<file path="config.mk">
export PLATFORM = sky130hd
export DESIGN_NAME = elbeth_mem_arbiter
export DESIGN_NICKNAME = d
export VERILOG_FILES = /design/src/rtl/elbeth_mem_pkg.sv /design/src/rtl/elbeth_arb_pick.sv /design/src/rtl/elbeth_mem_arbiter.sv
export SDC_FILE = /design/constraint.sdc
export NUM_CORES = 1
export LEC_CHECK = 0
export ABC_CLOCK_PERIOD_IN_PS = 1600
export BUFFER_PORTS_ARGS = -buffer_cell sky130_fd_sc_hd__buf_2
export CORE_ASPECT_RATIO = 1.1
export CORE_MARGIN = 8
export CORE_UTILIZATION = 40
export CTS_CLUSTER_DIAMETER = 30
export DETAILED_ROUTE_END_ITERATION = 12
export GPL_ROUTABILITY_DRIVEN = 1
export PLACE_DENSITY = 0.81
export SLEW_MARGIN = 15
export SYNTH_ARGS = -nofsm -noshare
export SYNTH_HDL_FRONTEND = slang
export SYNTH_SLANG_ARGS = --single-unit
</file>
<file path="constraint.sdc">
create_clock -name clk -period 1.6 [get_ports clk]
set_clock_uncertainty 0.05 [all_clocks]
set_input_delay 0.08 -clock clk [delete_from_list [all_inputs] [get_ports clk]]
set_output_delay 0.08 -clock clk [all_outputs]
set_load 0.02 [all_outputs]
</file>
<file path="src/rtl/elbeth_mem_pkg.sv">
// Shared types and default widths for the elbeth memory arbiter.
package elbeth_mem_pkg;

    localparam int unsigned ELBETH_ADDR_W = 8;
    localparam int unsigned ELBETH_DATA_W = 32;

    typedef enum logic [1:0] {
        IDLE  = 2'd0,
        BUSY0 = 2'd1,
        BUSY1 = 2'd2
    } arb_state_t;

endpackage

</file>
<file path="src/rtl/elbeth_arb_pick.sv">
// Combinational winner select for the two-master arbiter.
// ELBETH_ARB_RR_EN defined: ties go to the master that was not granted last.
// ELBETH_ARB_RR_EN undefined: fixed priority, m0 wins.
module elbeth_arb_pick (
    input  logic req0,
    input  logic req1,
    input  logic last_grant,
    output logic grant_valid,
    output logic grant_id
);

`ifndef ELBETH_ARB_RR_EN
    // last_grant has no effect on fixed-priority arbitration
    logic unused_last_grant;
    assign unused_last_grant = last_grant;
`endif

    // Pick a winner; grant_id 0 selects m0, 1 selects m1
    always_comb begin
        grant_valid = req0 | req1;
        grant_id    = 1'b0;
`ifdef ELBETH_ARB_RR_EN
        if (req0 && req1) begin
            grant_id = ~last_grant;
        end else begin
            grant_id = req1;
        end
`else
        grant_id = ~req0 & req1;
`endif
    end

endmodule

</file>
<file path="src/rtl/elbeth_mem_arbiter.sv">
// Two-master arbiter in front of one elbeth_memory port.
// Arbitration policy selected by ELBETH_ARB_RR_EN (see elbeth_arb_pick).
module elbeth_mem_arbiter
    import elbeth_mem_pkg::*;
#(
    parameter int unsigned ADDR_W = ELBETH_ADDR_W,
    parameter int unsigned DATA_W = ELBETH_DATA_W
) (
    input  logic                  clk,
    input  logic                  rst,
    input  logic                  m0_enable,
    input  logic [ADDR_W-1:0]     m0_addr,
    input  logic [DATA_W-1:0]     m0_data_in,
    input  logic [DATA_W/8-1:0]   m0_wr,
    output logic [DATA_W-1:0]     m0_data_out,
    output logic                  m0_ready,
    input  logic                  m1_enable,
    input  logic [ADDR_W-1:0]     m1_addr,
    input  logic [DATA_W-1:0]     m1_data_in,
    input  logic [DATA_W/8-1:0]   m1_wr,
    output logic [DATA_W-1:0]     m1_data_out,
    output logic                  m1_ready,
    output logic                  mem_enable,
    output logic [ADDR_W-1:0]     mem_addr,
    output logic [DATA_W-1:0]     mem_data_in,
    output logic [DATA_W/8-1:0]   mem_wr,
    input  logic [DATA_W-1:0]     mem_data_out,
    input  logic                  mem_ready
);

    arb_state_t state_q;
    arb_state_t state_d;
    logic       grant_valid;
    logic       grant_id;
    logic       last_grant;
    logic       load;
    logic       done;

    elbeth_arb_pick u_pick (
        .req0        (m0_enable),
        .req1        (m1_enable),
        .last_grant  (last_grant),
        .grant_valid (grant_valid),
        .grant_id    (grant_id)
    );

    // FSM state register
    always_ff @(posedge clk or negedge rst) begin
        if (!rst) begin
            state_q <= IDLE;
        end else begin
            state_q <= state_d;
        end
    end

    // Next state: grant from IDLE, return to IDLE when the memory finishes
    always_comb begin
        state_d = state_q;
        load    = 1'b0;
        done    = 1'b0;
        case (state_q)
            IDLE: begin
                if (grant_valid) begin
                    load    = 1'b1;
                    state_d = grant_id ? BUSY1 : BUSY0;
                end
            end
            BUSY0, BUSY1: begin
                if (mem_ready && mem_enable) begin
                    done    = 1'b1;
                    state_d = IDLE;
                end
            end
            default: state_d = IDLE;
        endcase
    end

    // Latch the winning request onto the memory port and hold it until done
    always_ff @(posedge clk or negedge rst) begin
        if (!rst) begin
            mem_enable  <= 1'b0;
            mem_addr    <= '0;
            mem_data_in <= '0;
            mem_wr      <= '0;
            last_grant  <= 1'b1;
        end else if (load) begin
            mem_enable  <= 1'b1;
            mem_addr    <= grant_id ? m1_addr    : m0_addr;
            mem_data_in <= grant_id ? m1_data_in : m0_data_in;
            mem_wr      <= grant_id ? m1_wr      : m0_wr;
        end else if (done) begin
            mem_enable  <= 1'b0;
            last_grant  <= (state_q == BUSY1);
        end
    end

    // Route completion and read data to the granted master only
    always_comb begin
        m0_ready    = (state_q == BUSY0) && mem_ready;
        m1_ready    = (state_q == BUSY1) && mem_ready;
        m0_data_out = (state_q == BUSY0) ? mem_data_out : '0;
        m1_data_out = (state_q == BUSY1) ? mem_data_out : '0;
    end

endmodule

</file>
Yosys cells after proc, flatten, opt, wreduce, memory -nomap -nowiden
Index checks and enable logic that the tools add are counted.
W data, S select, Z words.
- multiplexer cells: 15
- shifts and indexed selects: 0
- divide/modulo/power cells: 0
- equality and inequality tests: 4
- reductions and logical operators: 7
- $mul: 0
- magnitude comparators: 0
- $add $sub $neg: 0
- bitwise operators: 3
- operators by type and width (operator ; count):
    $mux W32 ; 3
    $mux W8 ; 1
    $mux W1 ; 6
    $mux W2 ; 3
    $mux W4 ; 1
    $ne A2 B2 Y1 const B ; 2
    $pmux W2 S2 ; 1
    $logic_and A1 B1 Y1 ; 3
    $eq A2 B1 Y1 const B ; 1
    $eq A2 B2 Y1 const B ; 1
    $logic_not A2 Y1 ; 1
    $reduce_and A2 Y1 ; 1
    $reduce_bool A2 Y1 ; 1
    $reduce_or A2 Y1 ; 1
    $and A1 B1 Y1 ; 1
    $not A1 Y1 ; 1
    $or A1 B1 Y1 ; 1
- memories kept: 0
- word-level logic and storage cells: 34
- latch bits: 0
- ROM bits: 0
- RAM bits: 0
- register bits: 47

Logic depth before layout (Yosys ltp)
- depth in word-level cells: 5
- depth in mapped cells: 7
- gate-level depth less buffers: 5

Modules after synthesis
Synthesis repeated with hierarchy kept, for this count alone.
- cells, all modules: 287
- area, all modules: 2731.4 µm²
- modules (own cells, without submodules) (module ; area each (µm²) ; times used ; cells each ; sequential area each (µm²)):
    elbeth_mem_arbiter ; 2718.9 ; 1 ; 285 ; 1202.4
    elbeth_arb_pick ; 12.5 ; 1 ; 2 ; 0.0

Worst setup path before layout
No wires, ideal clock.
- path type: register to register
- start point: reg state_q[0]
- end point: reg mem_data_in[21]
- library setup time: 122 ps
- data arrival time: 1222 ps
- path buffers: 2
- cell stages (with the launch flop): 8
- clock period less this slack: 1394 ps
- slack: 206 ps
- cells stage by stage: dfrtp_1 > inv_1 > ha_1 > buf_4 > o21ai_4 > buf_2 > nand2_1 > nand3_2
- longest elaborated chain between the ends: 2
- ends and longest elaborated chain (element ; line ; source):
    from (decl) ; elbeth_mem_arbiter.sv:31 ; arb_state_t state_q;
    from (signal assigned) ; elbeth_mem_arbiter.sv:52 ; state_q <= state_d;
    $logic_not A2 Y1 ; elbeth_mem_arbiter.sv:61 ; case (state_q)
    $mux W1 ; elbeth_mem_arbiter.sv:61 ;
    to (signal assigned) ; elbeth_mem_arbiter.sv:89 ; mem_data_in <= grant_id ? m1_data_in : m0_data_in;
    to (decl) ; elbeth_mem_arbiter.sv:25 ; output logic [DATA_W-1:0] mem_data_in,
No other way between the ends.
A chain may end at the register's enable or synchronous reset.

Worst setup path in the final report
- start point: reg state_q[0]
- end point: out m1_data_out[15]
- longest elaborated chain between the ends: 2
- ends and longest elaborated chain (element ; line ; source):
    $eq A2 B2 Y1 ; elbeth_mem_arbiter.sv:102 ; m1_data_out = (state_q == BUSY1) ? mem_data_out : '0;
    $mux W32 ; elbeth_mem_arbiter.sv:102 ;
    to (decl) ; elbeth_mem_arbiter.sv:21 ; output logic [DATA_W-1:0] m1_data_out,
No other way between the ends.

==> results.txt <==
Outcome = finished, violations left
Violated checks = setup timing
RSZ-0062 raised after global routing = yes
Largest fanout on the critical path = 8
Syn Inst Count = 336
Post-Syn Area per Cell = 8.799 um^2
First-pass GRT wire length = 21200 um
Met1 Routed Length = 5487 um
Synth warnings = 0
Top-area cell type share of the netlist area = 39.78%
Critical Path Source Type = flip-flop
Part of the power in registers = 22.9%
Register bit total from synthesis = 47
Cell internal pwr = 4.933 mW
MaxCap Viol Count = 0
Die Footprint = 10400 um^2
Pwr Total = 9.140 mW
Grt total ovfl = 0
DP Cell Count = 637
Core area = 7308 um^2
Clock Pin Slew Worst Setup and Hold Paths = 0.09 ns
Sequential-to-total area share from yosys stat = 39.78%
Post-route DRC violation count = 0
Worst-Skew Late Latency = 0.29 ns
Fin nets = 772
Synth cell types = 21
Vias per inst = 5.353
DR vias = 3929
Final-report setup violation count = 3
Psw = 4.207 mW
I/O pin cnt = 236
Starting DRT DRC Count = 255
Worst path required time = 1.47 ns
Final Hold Viols = 0
Final instance area = 5690 um^2
Crit path DAT = 1.48 ns
HP Class = in -> reg
Dpl hpwl = 8295 um
Period utilization = 100.9%
Vias in the first global route = 4015
Wire length on met2 = 8042 um
Final wirelength = 15420 um
Min Tclk post-route = 1.614 ns
Clk pwr share = 9.4%
Reg-to-reg slack, setup = 0.05 ns
Top sig layer = met4
Num CTS Buffers = 5
Gr usage total = 25.03%
Syn_nets = 464
Area of the mapped netlist = 2957 um^2
Starting Density = 40.46%
Initial antenna violation count = 1
Static leakage = 2.933 nW
Critical Setup Path Class = reg -> out
Slew @ Worst Pin = 0.5481 ns
Layout fillers = 455
Routed WL per cell = 21.01 um
Detail Route Antenna Nets = 0
Die H = 106.2 um
Clock Sinks = 47
Worst-case clock buffer depth = 2
Rows = 33
Final setup margin = -0.01400 ns
Setup crit end kind = output port
Leading area contributor after synthesis = dfrtp_1
Clock root buffer = clkbuf_8
Gpl congestion = 0.7926
Largest net degree at the start of global routing = 65
I/O Buffers = 235
Combinational power share = 67.7%
Ranking of synthesized cells by area = dfrtp_1 (40%), nand3_1 (18%), and2_1 (14%)
H-tree depth = 2
Power Dens Cells = 1606 nW/um^2
Router iterations before antenna repair = 5
Non-Filler Instances = 734
Place WS = 0.1617 ns
DP Area = 4076 um^2
Net Sw Frac = 46.03%
Fmax = 619.6 MHz
TritonCTS clock tree = done
Width of the die = 97.97 um
P&R area growth vs syn = 92.47%
TNS Setup = -0.02813 ns
Max Slew Vio Count = 0
Relative slew margins = 63.46%
Share of cells above drive strength 1 = 53.80%
Worst VDD drop = 995.1 uV
DR WL met3 = 1237 um
## through the flow
stage	util [%]	hold WS, ns
after floorplan	-	-0.2656
after global placement	55.78	0.04248
after detailed placement	55.78	0.04389
after CTS	71.20	0.002245
after global routing	77.83	0.005805
final	77.86	0.006211
## placed cells by master, fill, tap and decap left out, types with 2 or more instances in the layout
cell type      synthesis  final
buf_12                 2      4
buf_2                  5    169
and2_4                 0     54
diode_2                0      2
buf_4                  1     12
buf_6                  5     62
ha_4                   0      3
nand3_1              109    109
clkbuf_16              0      3
dfrtp_1               47     46
nand3_2               23     23
dlygate4sd3_1          0     79
a21oi_1                2      2
clkbuf_8               8      5
inv_2                  0      2
nand2_1               48     48
and2_1                66     12
## cells by family after synthesis
| group | Yosys count | share of synthesized area [%] |
|---|---|---|
| AOI/OAI and AO/OA | 6 | 1.735 |
| and+or+nand+nor | 248 | 46.97 |
| adders and majority gates | 3 | 1.270 |
| DFF | 47 | 39.78 |
| buffers and inverters | 32 | 10.24 |
## power by group through the flow
stage	combinational, mW	clock, mW	sequential (mW)
after global placement	4.52	0	2.05
after global routing	6.54	0.923	2.14
after detailed placement	4.65	0	2.06
final	6.18	0.862	2.09
after floorplan	2.55	0	2.74
after CTS	5.19	0.882	2.06
## Yosys cell counts
| library cell | count |
|---|---|
| inv_1 | 2 |
| and2_1 | 66 |
| nand3_1 | 109 |
| nand2_1 | 48 |
| clkbuf_1 | 7 |
| o22ai_1 | 1 |
| ha_1 | 3 |
| nand3_2 | 23 |
| nand2b_1 | 1 |
| buf_8 | 2 |
| a21bo_2 | 1 |
| nor2b_4 | 1 |
| o21ai_4 | 1 |
| buf_2 | 5 |
| dfrtp_1 | 47 |
| buf_4 | 1 |
| clkbuf_8 | 8 |
| buf_12 | 2 |
| a31o_2 | 1 |
| a21oi_1 | 2 |
| buf_6 | 5 |
## cell type report
class | count | area (um^2) | area share [%]
multi-input combinational | 257 | 1657 | 29.11
antenna | 2 | 5.005 | 0.08795
sequential | 47 | 1177 | 20.69
inverter | 2 | 7.507 | 0.1319
timing repair buffer | 331 | 2623 | 46.09
clock inverter | 3 | 43.79 | 0.7696
tap | 87 | 108.9 | 1.913
clock buffer | 5 | 68.82 | 1.209
## registers in the layout (all words and copies together), names as in the netlist
register	count
mem_wr	4
mem_addr	8
mem_enable	1
mem_data_in	32
state_q	2
## worst max-delay path, stage by stage (launching register included)
cell,delay (ns)
dfrtp_2,0.45
inv_2,0.10
ha_4,0.20
clkbuf_16,0.17
and2_1,0.14
buf_4,0.14
## per-layer routing
metal,vias up,track usage (%)
li1,1744,-
met3,62,7.712
met2,254,44.12
met1,1869,27.32
met5,-,0
met4,0,10.48
## worst paths after layout
| check | start | cells past startpoint | endpoint |
|---|---|---|---|
| max in group asynchronous | rst | 3 | mem_data_in[27] |
| worst max register to register | state_q[0] | 6 | mem_data_in[14] |
| min in group asynchronous | rst | 2 | mem_data_in[1] |
| worst min register to register | mem_addr[2] | 2 | mem_addr[2] |
| worst max-delay path | state_q[0] | 5 | m1_data_out[15] |
| worst min-delay path | m0_addr[3] | 3 | mem_addr[3] |
## repair_timing
action / 4_1_cts / 5_1_grt
endpoints found under the hold margin: 65 / 0
pin swaps: 1 / 13
gates resized for setup: 63 / 130
buffers inserted: 2 / 1
endpoints found under the setup margin: 66 / 52
hold buffers: 79 / 0
gates cloned: 1 / 4
Power figures use the tool's default switching activity.
